[config.mk]
export PLATFORM = sky130hd
export DESIGN_NAME = bar_pattern_gen
export DESIGN_NICKNAME = d
export VERILOG_FILES = /design/src/rtl/bar_pattern_gen.sv
export SDC_FILE = /design/constraint.sdc
export NUM_CORES = 1
export LEC_CHECK = 0
export CORE_MARGIN = 2
export CORE_UTILIZATION = 53
export CTS_CLUSTER_SIZE = 28
export DETAILED_ROUTE_END_ITERATION = 7
export HOLD_SLACK_MARGIN = 0.08
export PLACE_DENSITY = 0.87
export SYNTH_ARGS = -nofsm -noshare
export SYNTH_HDL_FRONTEND = slang
export SYNTH_SLANG_ARGS = --single-unit
[constraint.sdc]
create_clock -name clk_0 -period 5.69 [get_ports clk_0]
set_input_delay 1.138 -clock clk_0 [delete_from_list [all_inputs] [get_ports clk_0]]
set_output_delay 1.138 -clock clk_0 [all_outputs]
set_load 0.01 [all_outputs]
[src/rtl/bar_pattern_gen.sv]
// bar_pattern_gen: colour-bar test-pattern generator placed between VGA timing and the colour pins.
// It produces vertical bars, horizontal bars or a checkerboard from a palette of 2..8 colours.
// The pattern can scroll by a fixed step on every frame. Mode and scroll controls are shadowed
// and take effect only on frame_tick, so the picture never tears mid-frame.
// Ports:
//   clk_0       pixel clock
//   rst         synchronous reset, active-high
//   pixel_x/y   current pixel column / line (10 bits)
//   video_on    1 = active video region
//   frame_tick  one-cycle pulse per frame, in vertical blanking
//   mode        0 vertical, 1 horizontal, 2 checker, 3 vertical
//   scroll_en   advance the offset on every frame_tick
//   scroll_dir  0 = pattern moves left/up, 1 = right/down
//   red/green/blue  registered colour channels, COLOUR_BITS wide each
module bar_pattern_gen #(
  parameter int unsigned H_VIDEO     = 640,
  parameter int unsigned V_VIDEO     = 480,
  parameter int unsigned COLOUR_BITS = 4,
  parameter int unsigned NUM_COLOURS = 3,
  parameter int unsigned BAR_WIDTH   = 20,
  parameter int unsigned SCROLL_STEP = 4
) (
  input  logic                   clk_0,
  input  logic                   rst,
  input  logic [9:0]             pixel_x,
  input  logic [9:0]             pixel_y,
  input  logic                   video_on,
  input  logic                   frame_tick,
  input  logic [1:0]             mode,
  input  logic                   scroll_en,
  input  logic                   scroll_dir,
  output logic [COLOUR_BITS-1:0] red,
  output logic [COLOUR_BITS-1:0] green,
  output logic [COLOUR_BITS-1:0] blue
);

  localparam int unsigned PosW = (BAR_WIDTH > 1) ? $clog2(BAR_WIDTH) : 1;
  localparam logic [PosW-1:0] PosLast = PosW'(BAR_WIDTH - 1);
  localparam logic [PosW:0]   BarW    = (PosW + 1)'(BAR_WIDTH);
  localparam logic [PosW:0]   Step    = (PosW + 1)'(SCROLL_STEP);
  localparam logic [2:0]      IdxLast = 3'(NUM_COLOURS - 1);
  localparam logic [3:0]      NumC    = 4'(NUM_COLOURS);
  localparam logic [10:0]     HVid    = 11'(H_VIDEO);
  localparam logic [10:0]     VVid    = 11'(V_VIDEO);

  logic [1:0]      mode_q, mode_d;
  logic            scroll_en_q, scroll_en_d, scroll_dir_q, scroll_dir_d;
  logic [PosW-1:0] off_pos_q, off_pos_d, col_pos_q, col_pos_d, row_pos_q, row_pos_d;
  logic [2:0]      off_idx_q, off_idx_d, col_idx_q, col_idx_d, row_idx_q, row_idx_d;
  logic [COLOUR_BITS-1:0] red_d, green_d, blue_d;

  logic            active, vert_mode, horz_mode;
  logic [PosW:0]   pos_ext, sum_fwd;
  logic [3:0]      idx_sum;
  logic [2:0]      disp_idx;
  logic [2:0]      rgb_on;

  function automatic logic [2:0] idx_inc(input logic [2:0] i);
    return (i == IdxLast) ? 3'd0 : i + 3'd1;
  endfunction

  function automatic logic [2:0] idx_dec(input logic [2:0] i);
    return (i == 3'd0) ? IdxLast : i - 3'd1;
  endfunction

  // {r,g,b} on/off for each palette entry.
  function automatic logic [2:0] palette(input logic [2:0] i);
    logic [2:0] c;
    case (i)
      3'd0:    c = 3'b100;
      3'd1:    c = 3'b010;
      3'd2:    c = 3'b001;
      3'd3:    c = 3'b110;
      3'd4:    c = 3'b011;
      3'd5:    c = 3'b101;
      3'd6:    c = 3'b111;
      default: c = 3'b000;
    endcase
    return c;
  endfunction

  assign active    = video_on && ({1'b0, pixel_x} < HVid) && ({1'b0, pixel_y} < VVid);
  assign vert_mode = (mode_q == 2'd0) || (mode_q == 2'd3);
  assign horz_mode = (mode_q == 2'd1);
  assign pos_ext   = {1'b0, off_pos_q};
  assign sum_fwd   = pos_ext + Step;

  // Shadow controls and scroll offset. Scrolling uses the values captured on this same tick.
  always_comb begin
    mode_d       = mode_q;
    scroll_en_d  = scroll_en_q;
    scroll_dir_d = scroll_dir_q;
    off_pos_d    = off_pos_q;
    off_idx_d    = off_idx_q;
    if (frame_tick) begin
      mode_d       = mode;
      scroll_en_d  = scroll_en;
      scroll_dir_d = scroll_dir;
    end
    if (frame_tick && scroll_en_d) begin
      if (!scroll_dir_d) begin
        if (sum_fwd >= BarW) begin
          off_pos_d = PosW'(sum_fwd - BarW);
          off_idx_d = idx_inc(off_idx_q);
        end else begin
          off_pos_d = sum_fwd[PosW-1:0];
        end
      end else begin
        if (pos_ext >= Step) begin
          off_pos_d = PosW'(pos_ext - Step);
        end else begin
          off_pos_d = PosW'(pos_ext + BarW - Step);
          off_idx_d = idx_dec(off_idx_q);
        end
      end
    end
  end

  // Counter _d values describe the pixel presented this cycle; colour is derived from them.
  always_comb begin
    col_pos_d = col_pos_q;
    col_idx_d = col_idx_q;
    row_pos_d = row_pos_q;
    row_idx_d = row_idx_q;
    if (active) begin
      if (pixel_x == 10'd0) begin
        col_pos_d = vert_mode ? off_pos_q : '0;
        col_idx_d = vert_mode ? off_idx_q : 3'd0;
      end else if (col_pos_q == PosLast) begin
        col_pos_d = '0;
        col_idx_d = idx_inc(col_idx_q);
      end else begin
        col_pos_d = col_pos_q + 1'b1;
      end

      if (pixel_x == 10'd0) begin
        if (pixel_y == 10'd0) begin
          row_pos_d = horz_mode ? off_pos_q : '0;
          row_idx_d = horz_mode ? off_idx_q : 3'd0;
        end else if (row_pos_q == PosLast) begin
          row_pos_d = '0;
          row_idx_d = idx_inc(row_idx_q);
        end else begin
          row_pos_d = row_pos_q + 1'b1;
        end
      end
    end
  end

  always_comb begin
    idx_sum = {1'b0, col_idx_d} + {1'b0, row_idx_d};
    if (idx_sum >= NumC) idx_sum = idx_sum - NumC;
    case (mode_q)
      2'd1:    disp_idx = row_idx_d;
      2'd2:    disp_idx = idx_sum[2:0];
      default: disp_idx = col_idx_d;
    endcase
    rgb_on  = active ? palette(disp_idx) : 3'b000;
    red_d   = {COLOUR_BITS{rgb_on[2]}};
    green_d = {COLOUR_BITS{rgb_on[1]}};
    blue_d  = {COLOUR_BITS{rgb_on[0]}};
  end

  always_ff @(posedge clk_0) begin
    if (rst) begin
      mode_q       <= 2'd0;
      scroll_en_q  <= 1'b0;
      scroll_dir_q <= 1'b0;
      off_pos_q    <= '0;
      off_idx_q    <= 3'd0;
      col_pos_q    <= '0;
      col_idx_q    <= 3'd0;
      row_pos_q    <= '0;
      row_idx_q    <= 3'd0;
      red          <= '0;
      green        <= '0;
      blue         <= '0;
    end else begin
      mode_q       <= mode_d;
      scroll_en_q  <= scroll_en_d;
      scroll_dir_q <= scroll_dir_d;
      off_pos_q    <= off_pos_d;
      off_idx_q    <= off_idx_d;
      col_pos_q    <= col_pos_d;
      col_idx_q    <= col_idx_d;
      row_pos_q    <= row_pos_d;
      row_idx_q    <= row_idx_d;
      red          <= red_d;
      green        <= green_d;
      blue         <= blue_d;
    end
  end

endmodule
* Yosys cells after proc, flatten, opt, wreduce, memory -nomap -nowiden
Cells that the tools add are included.
Storage, ports and cells: flip-flop bits (word level) 31, input port bits 28, output and inout bits 12, logic and storage cells 88
Cells by class: add/sub/neg operators 13, $lt $le $gt $ge 5, equality and inequality tests 15, mux-type cells 31, reduce and logical (&&, ||, !) cells 12
Operators by type and width (count):
- $mux 3 | 18
- $mux 5 | 9
- $pmux 3 s7 | 1
- $logic_not 10->1 | 2
- $eq 3x2->1 const B | 5
- $add 5x1->5 const B | 2
- $eq 5x5->1 const B | 2
- $lt 10x10->1 const B | 1
- $lt 10x9->1 const B | 1
- $sub 5x3->5 const B | 2
- $add 3x1->3 const B | 3
- $eq 3x3->1 const B | 3
- $add 5x3->6 const B | 1
- $ge 6x5->1 const B | 1
- $logic_not 3->1 | 2
- $pmux 3 s2 | 1
- $add 5x5->5 const B | 1
- $ge 5x3->1 const B | 1
- $sub 5x5->5 const B | 1
- $add 3x3->4 | 1
- $eq 2x2->1 const B | 2
- $ge 4x2->1 const B | 1
- $eq 3x1->1 const B | 1
- $logic_and 1x1->1 | 3
- 10 further kinds | 11

* Logic depth before layout (Yosys ltp)
Gate-level depths: netlist of the first run.
depth after elaboration 13, mapped depth 15, mapped depth without buffers 14

* Least setup slack after synthesis of the first run
No wires, ideal clock.
path kind input to register, start point input pixel_x[0], end point register red[0] (netlist name), arrival 4.271 ns, setup slack 1.348 ns, cell stages on the path 14, buffers on the path 1, path through nor4_4 -> and3_1 -> buf_6 -> nand3_1 -> a21oi_1 -> a21o_1 -> ha_1 -> ha_1 -> ha_1 -> or3_1 -> a221o_1 -> a211oi_2 -> xor2_1 -> mux2i_1
On the way: longest elaborated chain between the ends 11
RTL lines:
- from (decl) | line 25 | input logic [9:0] pixel_x,
- $lt 10x10->1 | line 82 | assign active = video_on && ({1'b0, pixel_x} < HVid) && ({1'b0, pixel_y} < VVid);
- $logic_and 1x1->1 (2 in a row) | line 82
- $mux 3 (*) | line 125 | if (active) begin
- named net row_idx_d[0] | line 49 | logic [2:0] off_idx_q, off_idx_d, col_idx_q, col_idx_d, row_idx_q, row_idx_d;
- $add 3x3->4 | line 151 | idx_sum = {1'b0, col_idx_d} + {1'b0, row_idx_d};
- $ge 4x2->1 / $sub 3x2->3 (equally long branches) | line 152 | if (idx_sum >= NumC) idx_sum = idx_sum - NumC;
- $mux 3 | line 152
- $pmux 3 s2 (*) | line 153 | case (mode_q)
- $eq 3x3->1 (tied with other cells) | line 69 | case (i)
- $pmux 3 s7 (*) | line 69
- $mux 3 (*) | line 158 | rgb_on = active ? palette(disp_idx) : 3'b000;
The timed path passes the listed nets; every way through them passes the cells marked *. A chain may end at the register's enable or synchronous reset.

* Worst setup path in the final report of the first run
start point input pixel_y[0], end point register red[0] (netlist name)
On the way: longest elaborated chain between the ends 11
RTL lines:
- from (decl) | line 26 | input logic [9:0] pixel_y,
- parallel branches: the longest is 10 deep, another holds $lt 10x9->1
- $mux 3 (*) | line 158
Mark *: on every way between the ends.

==> metrics, run 1 <==
run status completed; chip height 68.88 um; global placement routability congestion 0.9255; MaxCap Viol Count 0; crit path max fanout 13; #FFs+latches synth 28; final WL 5521 um; syn_nets 325; worst min path class reg -> reg; leading register cell type out of synthesis dfxtp_1; Bufs and invs on worst path 1; diode count 0; DRC 0; Pins Over Slew Limit 0; Setup Crit Path Kind in -> reg; Global Route Usage Sum 24.64%; setup bufs post-CTS 0; DPL Wire Length 4065 um; cell leakage power 0.9535 nW; GR Layer Usage met3 3.896%; Synth Area per Inst 7.967 um^2; Final period util 86.12%; CP most frequent cell ha_1; CP peak stage delay 0.49 ns; # fillers 356; router iterations before antenna repair 5; post-cts hold buffer count 0; Die X 68.88 um; met1 Use GR 29.62%; starting density of the core 55.37%; Max rail drop VDD 0.00009693 V; RSZ-0062 raised after global routing false; Tmin final 4.900 ns; met2 Use GR 44.23%; total number of vias 2,213; P&R area growth vs syn 17.84%; first-pass GRT wire length 8949 um; share of layout cells above drive strength 1 6.250%; Hold Vio Cnt, Final 0; Iteration-0 DRC Markers 216; Worst-Skew Late Latency 0.28 ns; cell with the largest stage delay on the worst path and3_1; nets 350; Cell Rows 23; crit start category input port; critical path endpoint category flop; asr flop ratio synth 0%; Relative slew margins 30.42%; top-level I/O count 40; Power Density 157.2 mW/mm^2; dpl cells 350; Wirelength per Cell 15.60 um; CP top delay family simple AND/OR/NAND/NOR gates; CTS Buf Count 3; GR peak layer met2; Max clock buf depth 2; global route overflow 0; Post-CTS Resized 0; Mapped Area 0.002231 mm^2; setup TNS 0 ns; fmax 204.1 MHz; worst-path cell chain clkdlybuf4s50_1, nor4_1, and3_1, a21oi_1, o22a_1, xnor2_1, ha_1, ha_1, or3_1, a221o_1, a211oi_2, xor2_1, mux2i_1; Slew @ Worst Pin 1.040 ns; post-route ant nets 0; EDFF count, synth 0; CP required 5.91 ns; worst endpoint data arrival time 5.12 ns; Distinct cells, synth 63; setup violators final 0; die area 0.004744 mm^2; Syn Inst Count 280; Design Power 0.4133 mW; Max H-tree Level 1; Layout Cells excl Fill 354; final instance area 0.002629 mm^2; Worst-path clk slew 0.09 ns; Syn. warnings 0; drt via density 6.251; via count of the first global-routing pass 2,090; DP Area 0.002574 mm^2; clk sinks 28; most frequent cells in the layout clkdlybuf4s50_1, dfxtp_1, nor2_1, a21oi_1, nand2_1; commonest non-fill, non-tap cell in the layout clkdlybuf4s50_1; PortBufs 39; antenna violations before repair 0; Root Driver clkbuf_8; CTS tree done; pin count of the biggest net entering global routing 28; post-synthesis sequential area ratio 25.13%; Core Area 0.004029 mm^2; skew final 0.004269 ns
[flip-flops by register name, summed over array words and instances, names as in the netlist, 2 cells and up]
register / flops
row_pos_q: 5
mode_q: 2
col_pos_q: 5
off_idx_q: 3
off_pos_q: 3
row_idx_q: 3
col_idx_q: 3
[kinds of logic after synthesis]
logic type,after synthesis,synth area share [%]
and+or+nand+nor,108,27.03
adders and majority gates,19,10.49
muxes,8,3.646
AOI/OAI and AO/OA,80,24.29
buffers and inverters,32,7.459
xor gates and xnor gates,5,1.963
DFF,28,25.13
[synth_stat cells (all sizes together) (7+ instances only)]
master	number	area share, %
nor2	29	5.1
dfxtp	28	25
a21oi	24	5.4
nand2	20	3.4
ha	17	9.5
nand3	16	3.8
o21ai	16	3.6
buf	15	4.6
inv	11	1.9
a211oi	9	3.3
nor2b	9	2.5
mux2i	7	3.1
[worst min-delay path, stage by stage (launching register included)]
cell and delay (ns):
dfxtp_1 0.35, nand2_1 0.07, a21oi_1 0.06
[stage by stage]
step                hold slack (ns)  worst slack, ns  utilization (%)
detailed placement           0.5048           0.5333            63.88
finish                       0.5242           0.7896            65.25
CTS                          0.5183           0.8327            65.25
global placement             0.4582           0.6621            63.88
global route                 0.5323           0.4982            65.25
floorplan                    0.4443            1.348                -
[power breakdown]
group          switching (mW)  leakage [nW]  internal, mW  total (mW)
registers             0.00765         0.227         0.201       0.208
clock network          0.0625        0.0288        0.0621       0.125
logic                  0.0414         0.698        0.0389      0.0803
total                   0.112         0.954         0.302       0.413
[path summary, 6_finish.rpt]
path | startpoint | end | slack [ns] | cells after the start
worst max-delay path | pixel_y[0] | red[0] | 0.79 | 13
worst min-delay path | col_pos_q[1] | col_pos_q[1] | 0.52 | 2
worst max register to register | row_pos_q[0] | red[0] | 1.57 | 14
worst min register to register | col_pos_q[1] | col_pos_q[1] | 0.52 | 2
[per-layer routing]
metal,part of all wire (%),up-vias
met2,48,98
met5,0,-
met3,7.5,14
met4,1.6,0
li1,-,1074
met1,43,1027
[layout make-up]
type | instances | area, um^2 | share of cell area (%)
multi-input combinational | 220 | 1504 | 57.21
sequential | 28 | 560.5 | 21.32
timing repair buffer | 41 | 405.4 | 15.42
tap | 50 | 62.56 | 2.380
clock buffer | 4 | 55.05 | 2.094
inverter | 11 | 41.29 | 1.571
Note: power is estimated with default switching activity, not from simulation.
==> run 2: changes to the inputs <==
CTS_CLUSTER_DIAMETER = 30   (was unset)
==> results of run 2 <==
Same layout as run 1: the final DEF is identical, and so are final timing and power.
